===== config.mk =====
export PLATFORM = sky130hd
export DESIGN_NAME = es_cmd_sequencer_flat
export DESIGN_NICKNAME = d
export VERILOG_FILES = /design/src/rtl/es_ctrl_pkg.sv /design/src/rtl/es_cmd_sequencer_if.sv /design/src/rtl/es_step_decode.sv /design/src/rtl/es_cmd_sequencer.sv /design/src/flat_wrapper.sv
export SDC_FILE = /design/constraint.sdc
export NUM_CORES = 1
export LEC_CHECK = 0
export ABC_AREA = 1
export CAP_MARGIN = 20
export CORE_MARGIN = 4
export CORE_UTILIZATION = 45
export CTS_CLUSTER_DIAMETER = 120
export DETAILED_ROUTE_END_ITERATION = 16
export PLACE_DENSITY = 0.89
export SLEW_MARGIN = 40
export SYNTH_ARGS = -nofsm -noshare
export SYNTH_HDL_FRONTEND = slang
export SYNTH_SLANG_ARGS = --single-unit

===== constraint.sdc =====
create_clock -name clk -period 3.4 [get_ports clk]
set_input_delay 0.68 -clock clk [delete_from_list [all_inputs] [get_ports clk]]
set_output_delay 0.68 -clock clk [all_outputs]
set_load 0.05 [all_outputs]

===== src/rtl/es_ctrl_pkg.sv =====
// Shared definitions for the expression-stack command sequencer.
// Holds the sequencer state encoding, the high-level command opcodes,
// the stack-operation codes driven on ESOp and the push source selects
// driven on pushSrc. No ports; imported by the sequencer files.
package es_ctrl_pkg;

  // Sequencer states. EXEC1 is shared by every single-step command.
  typedef enum logic [2:0] {
    IDLE      = 3'd0,
    EXEC1     = 3'd1,
    LD_WAIT   = 3'd2,
    LD_POP    = 3'd3,
    LD_PUSH   = 3'd4,
    ST_SETTLE = 3'd5,
    ST_WR     = 3'd6,
    ERR       = 3'd7
  } state_e;

  // Command opcodes on cmd_op; 5..7 are illegal.
  typedef enum logic [2:0] {
    OP_PUSHI   = 3'd0,
    OP_LOAD    = 3'd1,
    OP_POPREG  = 3'd2,
    OP_STORE   = 3'd3,
    OP_PUSHREG = 3'd4
  } cmd_op_e;

  typedef enum logic [1:0] {
    ES_PUSH = 2'd0,
    ES_POP  = 2'd1
  } es_op_e;

  typedef enum logic [1:0] {
    SRC_REG = 2'd0,
    SRC_IMM = 2'd1,
    SRC_MEM = 2'd2
  } push_src_e;

  // First state entered after accepting a command with the given opcode.
  function automatic state_e first_state(input logic [2:0] op);
    case (op)
      OP_PUSHI, OP_PUSHREG, OP_POPREG: first_state = EXEC1;
      OP_LOAD:                         first_state = LD_WAIT;
      OP_STORE:                        first_state = ST_SETTLE;
      default:                         first_state = ERR;
    endcase
  endfunction

endpackage


===== src/rtl/es_cmd_sequencer_if.sv =====
// Command handshake between instruction decode and the sequencer.
// master: decode side, offers cmd_valid/cmd_op/cmd_imm/cmd_reg.
// slave : sequencer side, returns cmd_ready when idle.
interface es_cmd_sequencer_if #(
  parameter int DATA_W = 16,
  parameter int REG_AW = 2
);
  logic              cmd_valid;
  logic              cmd_ready;
  logic [2:0]        cmd_op;
  logic [DATA_W-1:0] cmd_imm;
  logic [REG_AW-1:0] cmd_reg;

  modport master (output cmd_valid, cmd_op, cmd_imm, cmd_reg, input cmd_ready);
  modport slave  (input cmd_valid, cmd_op, cmd_imm, cmd_reg, output cmd_ready);
endinterface


===== src/rtl/es_step_decode.sv =====
// Combinational strobe decode for the sequencer.
// Inputs : state (the state being entered), op/reg of the latched command.
// Outputs: datapath strobes es_act/es_op/push_src/pop_num/reg_addr/
//          reg_write/wea plus the done/err pulses. The parent registers them.
module es_step_decode
  import es_ctrl_pkg::*;
#(
  parameter int REG_AW = 2
) (
  input  state_e            state,
  input  logic [2:0]        op,
  input  logic [REG_AW-1:0] reg_idx,
  output logic              es_act,
  output logic [1:0]        es_op,
  output logic [1:0]        push_src,
  output logic              pop_num,
  output logic [REG_AW-1:0] reg_addr,
  output logic              reg_write,
  output logic              wea,
  output logic              done,
  output logic              err
);

  always_comb begin
    es_act    = 1'b0;
    es_op     = ES_PUSH;
    push_src  = SRC_REG;
    pop_num   = 1'b0;
    reg_addr  = '0;
    reg_write = 1'b0;
    wea       = 1'b0;
    done      = 1'b0;
    err       = 1'b0;
    case (state)
      EXEC1: begin
        done = 1'b1;
        case (op)
          OP_PUSHI: begin
            es_act   = 1'b1;
            push_src = SRC_IMM;
          end
          OP_PUSHREG: begin
            es_act   = 1'b1;
            reg_addr = reg_idx;
          end
          OP_POPREG: begin
            es_act    = 1'b1;
            es_op     = ES_POP;
            reg_write = 1'b1;
            reg_addr  = reg_idx;
          end
          default: ;
        endcase
      end
      // The pop drops the address while the memory word is already captured,
      // so the following push can place the loaded data on top.
      LD_POP: begin
        es_act   = 1'b1;
        es_op    = ES_POP;
        push_src = SRC_MEM;
      end
      LD_PUSH: begin
        es_act   = 1'b1;
        push_src = SRC_MEM;
        done     = 1'b1;
      end
      // Address (TOS) and data (NOS) are both consumed by the write.
      ST_WR: begin
        es_act  = 1'b1;
        es_op   = ES_POP;
        pop_num = 1'b1;
        wea     = 1'b1;
        done    = 1'b1;
      end
      ERR: begin
        err  = 1'b1;
        done = 1'b1;
      end
      default: ;
    endcase
  end

endmodule


===== src/rtl/es_cmd_sequencer.sv =====
// Expression-stack command sequencer.
// Accepts one stack command over the cmd interface (slave side) and expands
// it into registered ESAct/ESOp/pushSrc/popNum/regAddress/regWrite/wea
// strobes for the stack, register file and data memory, plus done/err.
// Ports: clk, reset (async, active-low), cmd (es_cmd_sequencer_if.slave),
//        datapath strobes, push_in (last PUSHI immediate), done, err.
module es_cmd_sequencer
  import es_ctrl_pkg::*;
#(
  parameter int DATA_W = 16,
  parameter int REG_AW = 2
) (
  input  logic              clk,
  input  logic              reset,
  es_cmd_sequencer_if.slave cmd,
  output logic              ESAct,
  output logic [1:0]        ESOp,
  output logic [1:0]        pushSrc,
  output logic              popNum,
  output logic [DATA_W-1:0] push_in,
  output logic [REG_AW-1:0] regAddress,
  output logic              regWrite,
  output logic              wea,
  output logic              done,
  output logic              err
);

  state_e            state_q, state_d;
  logic [2:0]        op_q, op_d;
  logic [REG_AW-1:0] reg_q, reg_d;
  logic [DATA_W-1:0] push_in_q, push_in_d;

  logic              es_act_q, es_act_d;
  logic [1:0]        es_op_q, es_op_d;
  logic [1:0]        push_src_q, push_src_d;
  logic              pop_num_q, pop_num_d;
  logic [REG_AW-1:0] reg_addr_q, reg_addr_d;
  logic              reg_write_q, reg_write_d;
  logic              wea_q, wea_d;
  logic              done_q, done_d;
  logic              err_q, err_d;

  assign cmd.cmd_ready = (state_q == IDLE);

  // Next-state and command latch. Command inputs are only looked at in IDLE.
  always_comb begin
    state_d   = state_q;
    op_d      = op_q;
    reg_d     = reg_q;
    push_in_d = push_in_q;
    case (state_q)
      IDLE: begin
        if (cmd.cmd_valid) begin
          op_d    = cmd.cmd_op;
          reg_d   = cmd.cmd_reg;
          state_d = first_state(cmd.cmd_op);
          if (cmd.cmd_op == OP_PUSHI) push_in_d = cmd.cmd_imm;
        end
      end
      LD_WAIT:   state_d = LD_POP;
      LD_POP:    state_d = LD_PUSH;
      ST_SETTLE: state_d = ST_WR;
      default:   state_d = IDLE;
    endcase
  end

  // Strobes are decoded from the state being entered so that they are
  // registered yet line up with that state.
  es_step_decode #(.REG_AW(REG_AW)) u_decode (
    .state     (state_d),
    .op        (op_d),
    .reg_idx   (reg_d),
    .es_act    (es_act_d),
    .es_op     (es_op_d),
    .push_src  (push_src_d),
    .pop_num   (pop_num_d),
    .reg_addr  (reg_addr_d),
    .reg_write (reg_write_d),
    .wea       (wea_d),
    .done      (done_d),
    .err       (err_d)
  );

  always_ff @(posedge clk or negedge reset) begin
    if (!reset) begin
      state_q     <= IDLE;
      op_q        <= '0;
      reg_q       <= '0;
      push_in_q   <= '0;
      es_act_q    <= 1'b0;
      es_op_q     <= '0;
      push_src_q  <= '0;
      pop_num_q   <= 1'b0;
      reg_addr_q  <= '0;
      reg_write_q <= 1'b0;
      wea_q       <= 1'b0;
      done_q      <= 1'b0;
      err_q       <= 1'b0;
    end else begin
      state_q     <= state_d;
      op_q        <= op_d;
      reg_q       <= reg_d;
      push_in_q   <= push_in_d;
      es_act_q    <= es_act_d;
      es_op_q     <= es_op_d;
      push_src_q  <= push_src_d;
      pop_num_q   <= pop_num_d;
      reg_addr_q  <= reg_addr_d;
      reg_write_q <= reg_write_d;
      wea_q       <= wea_d;
      done_q      <= done_d;
      err_q       <= err_d;
    end
  end

  assign ESAct      = es_act_q;
  assign ESOp       = es_op_q;
  assign pushSrc    = push_src_q;
  assign popNum     = pop_num_q;
  assign push_in    = push_in_q;
  assign regAddress = reg_addr_q;
  assign regWrite   = reg_write_q;
  assign wea        = wea_q;
  assign done       = done_q;
  assign err        = err_q;

endmodule


===== src/flat_wrapper.sv =====
// flat-port wrapper written by rule: the top's interface ports become plain ports
module es_cmd_sequencer_flat import es_ctrl_pkg::*;
#(
  parameter int DATA_W = 16,
  parameter int REG_AW = 2
)
  (clk, reset, ESAct, ESOp, pushSrc, popNum, push_in, regAddress, regWrite, wea, done, err, cmd_cmd_valid, cmd_cmd_op, cmd_cmd_imm, cmd_cmd_reg, cmd_cmd_ready);
  es_cmd_sequencer_if #(.DATA_W(DATA_W), .REG_AW(REG_AW)) cmd_i ();
  input  logic clk;
  input  logic reset;
  output logic ESAct;
  output logic [1:0] ESOp;
  output logic [1:0] pushSrc;
  output logic popNum;
  output logic [DATA_W-1:0] push_in;
  output logic [REG_AW-1:0] regAddress;
  output logic regWrite;
  output logic wea;
  output logic done;
  output logic err;
  input wire logic [$bits(cmd_i.cmd_valid)-1:0] cmd_cmd_valid;
  input wire logic [$bits(cmd_i.cmd_op)-1:0] cmd_cmd_op;
  input wire logic [$bits(cmd_i.cmd_imm)-1:0] cmd_cmd_imm;
  input wire logic [$bits(cmd_i.cmd_reg)-1:0] cmd_cmd_reg;
  output wire logic [$bits(cmd_i.cmd_ready)-1:0] cmd_cmd_ready;
  assign cmd_i.cmd_valid = cmd_cmd_valid;
  assign cmd_i.cmd_op = cmd_cmd_op;
  assign cmd_i.cmd_imm = cmd_cmd_imm;
  assign cmd_i.cmd_reg = cmd_cmd_reg;
  assign cmd_cmd_ready = cmd_i.cmd_ready;
  es_cmd_sequencer #(.DATA_W(DATA_W), .REG_AW(REG_AW)) u_core (.clk(clk), .reset(reset), .cmd(cmd_i), .ESAct(ESAct), .ESOp(ESOp), .pushSrc(pushSrc), .popNum(popNum), .push_in(push_in), .regAddress(regAddress), .regWrite(regWrite), .wea(wea), .done(done), .err(err));
endmodule

# After elaboration in Yosys (flattened, before gate mapping)
# Cells that the tools add are included.
totals:
  register_bits: 34
  input_bits: 24
  elab_cells: 57
classes:
  eq_ne: 14
  muxes: 20
  n_reduce_logical: 11
op_table:
  columns: ["op", "n"]
  rows:
  - ["$eq A3 B2 Y1 const B", 6]
  - ["$eq A3 B3 Y1 const B", 6]
  - ["$pmux W3 S4", 1]
  - ["$logic_not A3 Y1", 3]
  - ["$mux W3", 3]
  - ["$pmux W3 S3", 1]
  - ["$reduce_or A3 Y1", 3]
  - ["$mux W1", 8]
  - ["$mux W2", 4]
  - ["$eq A3 B1 Y1 const B", 2]
  - ["$reduce_or A2 Y1", 3]
  - ["$pmux W1 S2", 2]
  - ["$pmux W2 S2", 1]
  - ["$reduce_or A4 Y1", 1]
  - ["$reduce_and A3 Y1", 1]

# Logic depth before layout (Yosys ltp)
logic_depth:
  ltp_word: 8
  ltp_mapped: 9
  ltp_nobuf: 9

# Modules after synthesis
# Synthesis repeated with hierarchy kept, for this count alone.
hier_totals:
  cells_unflattened: 187
  area_unflattened_um2: 1649.1
modules_own_cells:
  columns: ["module", "n_inst", "cells_each", "area_each_um2", "seq_area_each_um2"]
  rows:
  - ["es_cmd_sequencer", 1, 150, 1476.4, 900.9]
  - ["es_step_decode", 1, 37, 172.7, 0.0]

# Least setup slack after synthesis
# No wires, ideal clock.
synth_timing:
  path_kind: "reg-to-output"
  start: "register u_core.state_q[2]"
  end: "output cmd_cmd_ready"
  arrival_ps: 1192
  required_time_ps: 2720
  setup_slack_ps: 1528
  stages_incl_launch_ff: 4
  path_buffers: 0
  cell_sequence: "dfrtp_1 -> inv_1 -> nand2_1 -> nor2_1"
synth_between:
  elab_chain_cells: 1
synth_rtl:
  columns: ["item", "line_no", "rtl"]
  rows:
  - ["start, declared", "es_cmd_sequencer.sv:28", "state_e state_q, state_d;"]
  - ["start signal, assigned", "es_cmd_sequencer.sv:100", "state_q <= state_d;"]
  - ["$logic_not A3 Y1", "es_cmd_sequencer.sv:43", "assign cmd.cmd_ready = (state_q == IDLE);"]
  - ["end, declared", "flat_wrapper.sv:25", "output wire logic [$bits(cmd_i.cmd_ready)-1:0] cmd_cmd_ready;"]
# Every way passes these cells.

# Worst setup path after layout
# Ends and elaborated chain as after synthesis.

==> impl_metrics.json <==
{
  "timing.critical_path.to_type": "primary output",
  "worstPathCellList": "inv_1 > nand2_1 > nor2_1 > clkdlybuf4s50_1",
  "grt_pass1_vias": 1157,
  "globalRouteOverflowTotal": 0,
  "synth_top_area_share_pct": 59.3,
  "initial_core_util_pct": 47.0,
  "fin_worst_skew_ns": 0.00901,
  "core_region_area_mm2": 0.00305,
  "most_instantiated_library_cell_after_synthesis": "nand2_1",
  "final_core_util_pct": 66.3,
  "stdcell_count": 261,
  "worst_path_max_delay_cell": "clkdlybuf4s50_1",
  "synthesis.area_mm2": 0.00144,
  "worst-endpoint-required_ns": 2.72,
  "maxCapViolations": 0,
  "antenna_violations_before_repair": 0,
  "postCtsSetupBuffers": 0,
  "io_buffer_count": 51,
  "met3_wirelength_um": 168,
  "m1WireLength_mm": 1.22,
  "ys_seq_elements": 34,
  "timing.final.hold_violations": 0,
  "crit_fanout": 3,
  "drt_pass1_iterations": 4,
  "chipHeight_um": 64.5,
  "ys_seq_area_share_pct": 59.3,
  "setup-tns-final_ns": 0,
  "worst-r2r-cell-count": 8,
  "power.static_leakage_nw": 1.03,
  "area_growth_syn_to_layout_pct": 41.1,
  "post-route-worst-setup-slack_ns": 0.869,
  "synth_warnings": 0,
  "dominantRegCellSynth": "dfrtp_1",
  "synth_enable_flop_cells": 0,
  "distinct_cell_type_count_of_the_synthesized_netlist": 18,
  "count_of_final_max_slew_check_failures": 0,
  "worstSetupStartpointType": "flip-flop",
  "numPlacedInstances": 255,
  "cts_sinks": 34,
  "post-place-ws_ns": 1.22,
  "total_power_mw": 2.06,
  "vias_per_cell": 4.51,
  "worst_slew_margin_rel_pct": 65.4,
  "yosys-top-cells-area": "dfrtp_1 59%, nand2_1 12%, inv_1 8.6%, o21ai_0 6.6%, buf_4 2.6%",
  "first_iteration_detailed_routing_drc_count": 89,
  "detailroute.wirelength.met2_mm": 1.43,
  "tritoncts.num_buffers": 5,
  "tightestPinTransition_ns": 0.517,
  "clock-root-buffer": "clkbuf_4",
  "num_vias": 1176,
  "drtAntennaViolNets": 0,
  "finalNetCount": 242,
  "cts_resized": 0,
  "boundaryPins": 53,
  "grt_setup_unrepaired": "false",
  "clock.fmax_mhz": 395,
  "clk_path_buf_depth": 2,
  "gpl.final_weighted_congestion": 0.786,
  "hpwl_mm": 2.23,
  "maxUsedRoutingLayer": "met4",
  "fin_crit_ns": 2.53,
  "ir_worst_vdd_mv": 0.391,
  "grt_pass1_wl_mm": 4.93,
  "setup_violations": 0,
  "drt-total-wl_mm": 2.88,
  "cell_area_power_density_mw_per_mm2": 1020,
  "num_rows": 20,
  "cts-htree-levels": 2,
  "post_drt_wl_per_cell_um": 11.0,
  "worst_ep_arrival_time_ns": 1.85,
  "critical_path.max_stage_delay_ns": 0.83,
  "worst_skew_pair.late_latency_ns": 0.32,
  "layout-drive-gt1-share_pct": 8.76,
  "grtUsageTotal_pct": 15.6,
  "avgSynthCellArea_um2": 8.80,
  "post_synth_inst_count": 163,
  "holdBufCountCts": 0,
  "critPathKind": "reg2out",
  "netlist.top_cell.by_area": "dfrtp_1",
  "final.period_utilization_pct": 74.4,
  "synth_common_cells": "44 x nand2_1, 34 x dfrtp_1, 33 x inv_1",
  "fp.dieArea_mm2": 0.00416,
  "hold_wc_path_type": "in2async",
  "clkSlewWorstSetupHoldPaths_ns": 0.10,
  "grt_start_max_net_pins": 34,
  "die-width_um": 64.5,
  "outcome": "finished clean",
  "num_antenna_cells": 0,
  "tritoncts": "done",
  "post-route-drc-count": 0,
  "synthArstFlopShare_pct": 100,
  "synth_fp_nets": 187
}
[cell type report]
cell class              instances  area (µm²)
fillers                       254        1030
repair buffers                 53         520
clock buffers                   6        51.3
flip-flops and latches         34         851
inverters                      35         131
multi-input cells              89         415
well taps                      44        55.1
[metrics by stage]
step                      hold slack (ns)  instance area, µm²
after CTS                           0.525                2030
final                               0.258                2020
after floorplan                     0.384                1440
after global routing                0.281                2020
after global placement              0.487                1980
after detailed placement            0.502                1980
[worst max-delay path: cells and delay by family, from the launching register on]
family / cells / cell delay, ns
flops: 1 / 0.43
simple gates: 2 / 0.17
buf+inv: 2 / 0.92
[final timing paths]
| kind | startpoint | end | slack, ns |
|---|---|---|---|
| max in group asynchronous | reset | u_core.regWrite$_DFF_PN0_ | 2.57 |
| worst max register to register | u_core.state_q[0]$_DFF_PN0_ | u_core.ESAct$_DFF_PN0_ | 1.94 |
| worst max-delay path | u_core.state_q[2]$_DFF_PN0_ | cmd_cmd_ready | 0.87 |
| worst min register to register | u_core.reg_q[1]$_DFF_PN0_ | u_core.reg_q[1]$_DFF_PN0_ | 0.52 |
| worst min-delay path | reset | u_core.op_q[1]$_DFF_PN0_ | 0.26 |
| min in group clk | u_core.reg_q[1]$_DFF_PN0_ | u_core.reg_q[1]$_DFF_PN0_ | 0.52 |
[cells by family after synthesis]
group           count (synthesis)  share of synthesized area [%]
flops                          34                           59.3
compound gates                 23                           8.28
simple gates                   65                           20.4
buf+inv                        40                           11.8
other cells                     1                          0.261
[per-layer routing]
layer  track usage [%]  vias up
met5                 0        -
met4              8.97        0
met3              4.16        8
met2              26.0       34
met1              18.1      538
li1                  -      596
[layout by cell type (no fill, tap or decap), drive strengths merged, types with 2 or more instances in the layout]
master / count
clkbuf: 6
nor3: 2
clkdlybuf4s50: 50
nor2: 11
buf: 3
nand3: 5
nand2: 44
or2: 2
inv: 35
o21ai: 22
dfrtp: 34
[where the power goes]
part           internal (mW)  switching, mW
registers              0.578         0.0854
clock network         0.0931          0.120
logic                  0.376          0.807
[registers in the layout (all words and copies together) (netlist names), 2 cells and up]
name and count:
u_core.regAddress 2, u_core.pushSrc 2, u_core.push_in 16, u_core.op_q 3
u_core.state_q 3, u_core.reg_q 2
Power figures use the tool's default switching activity.
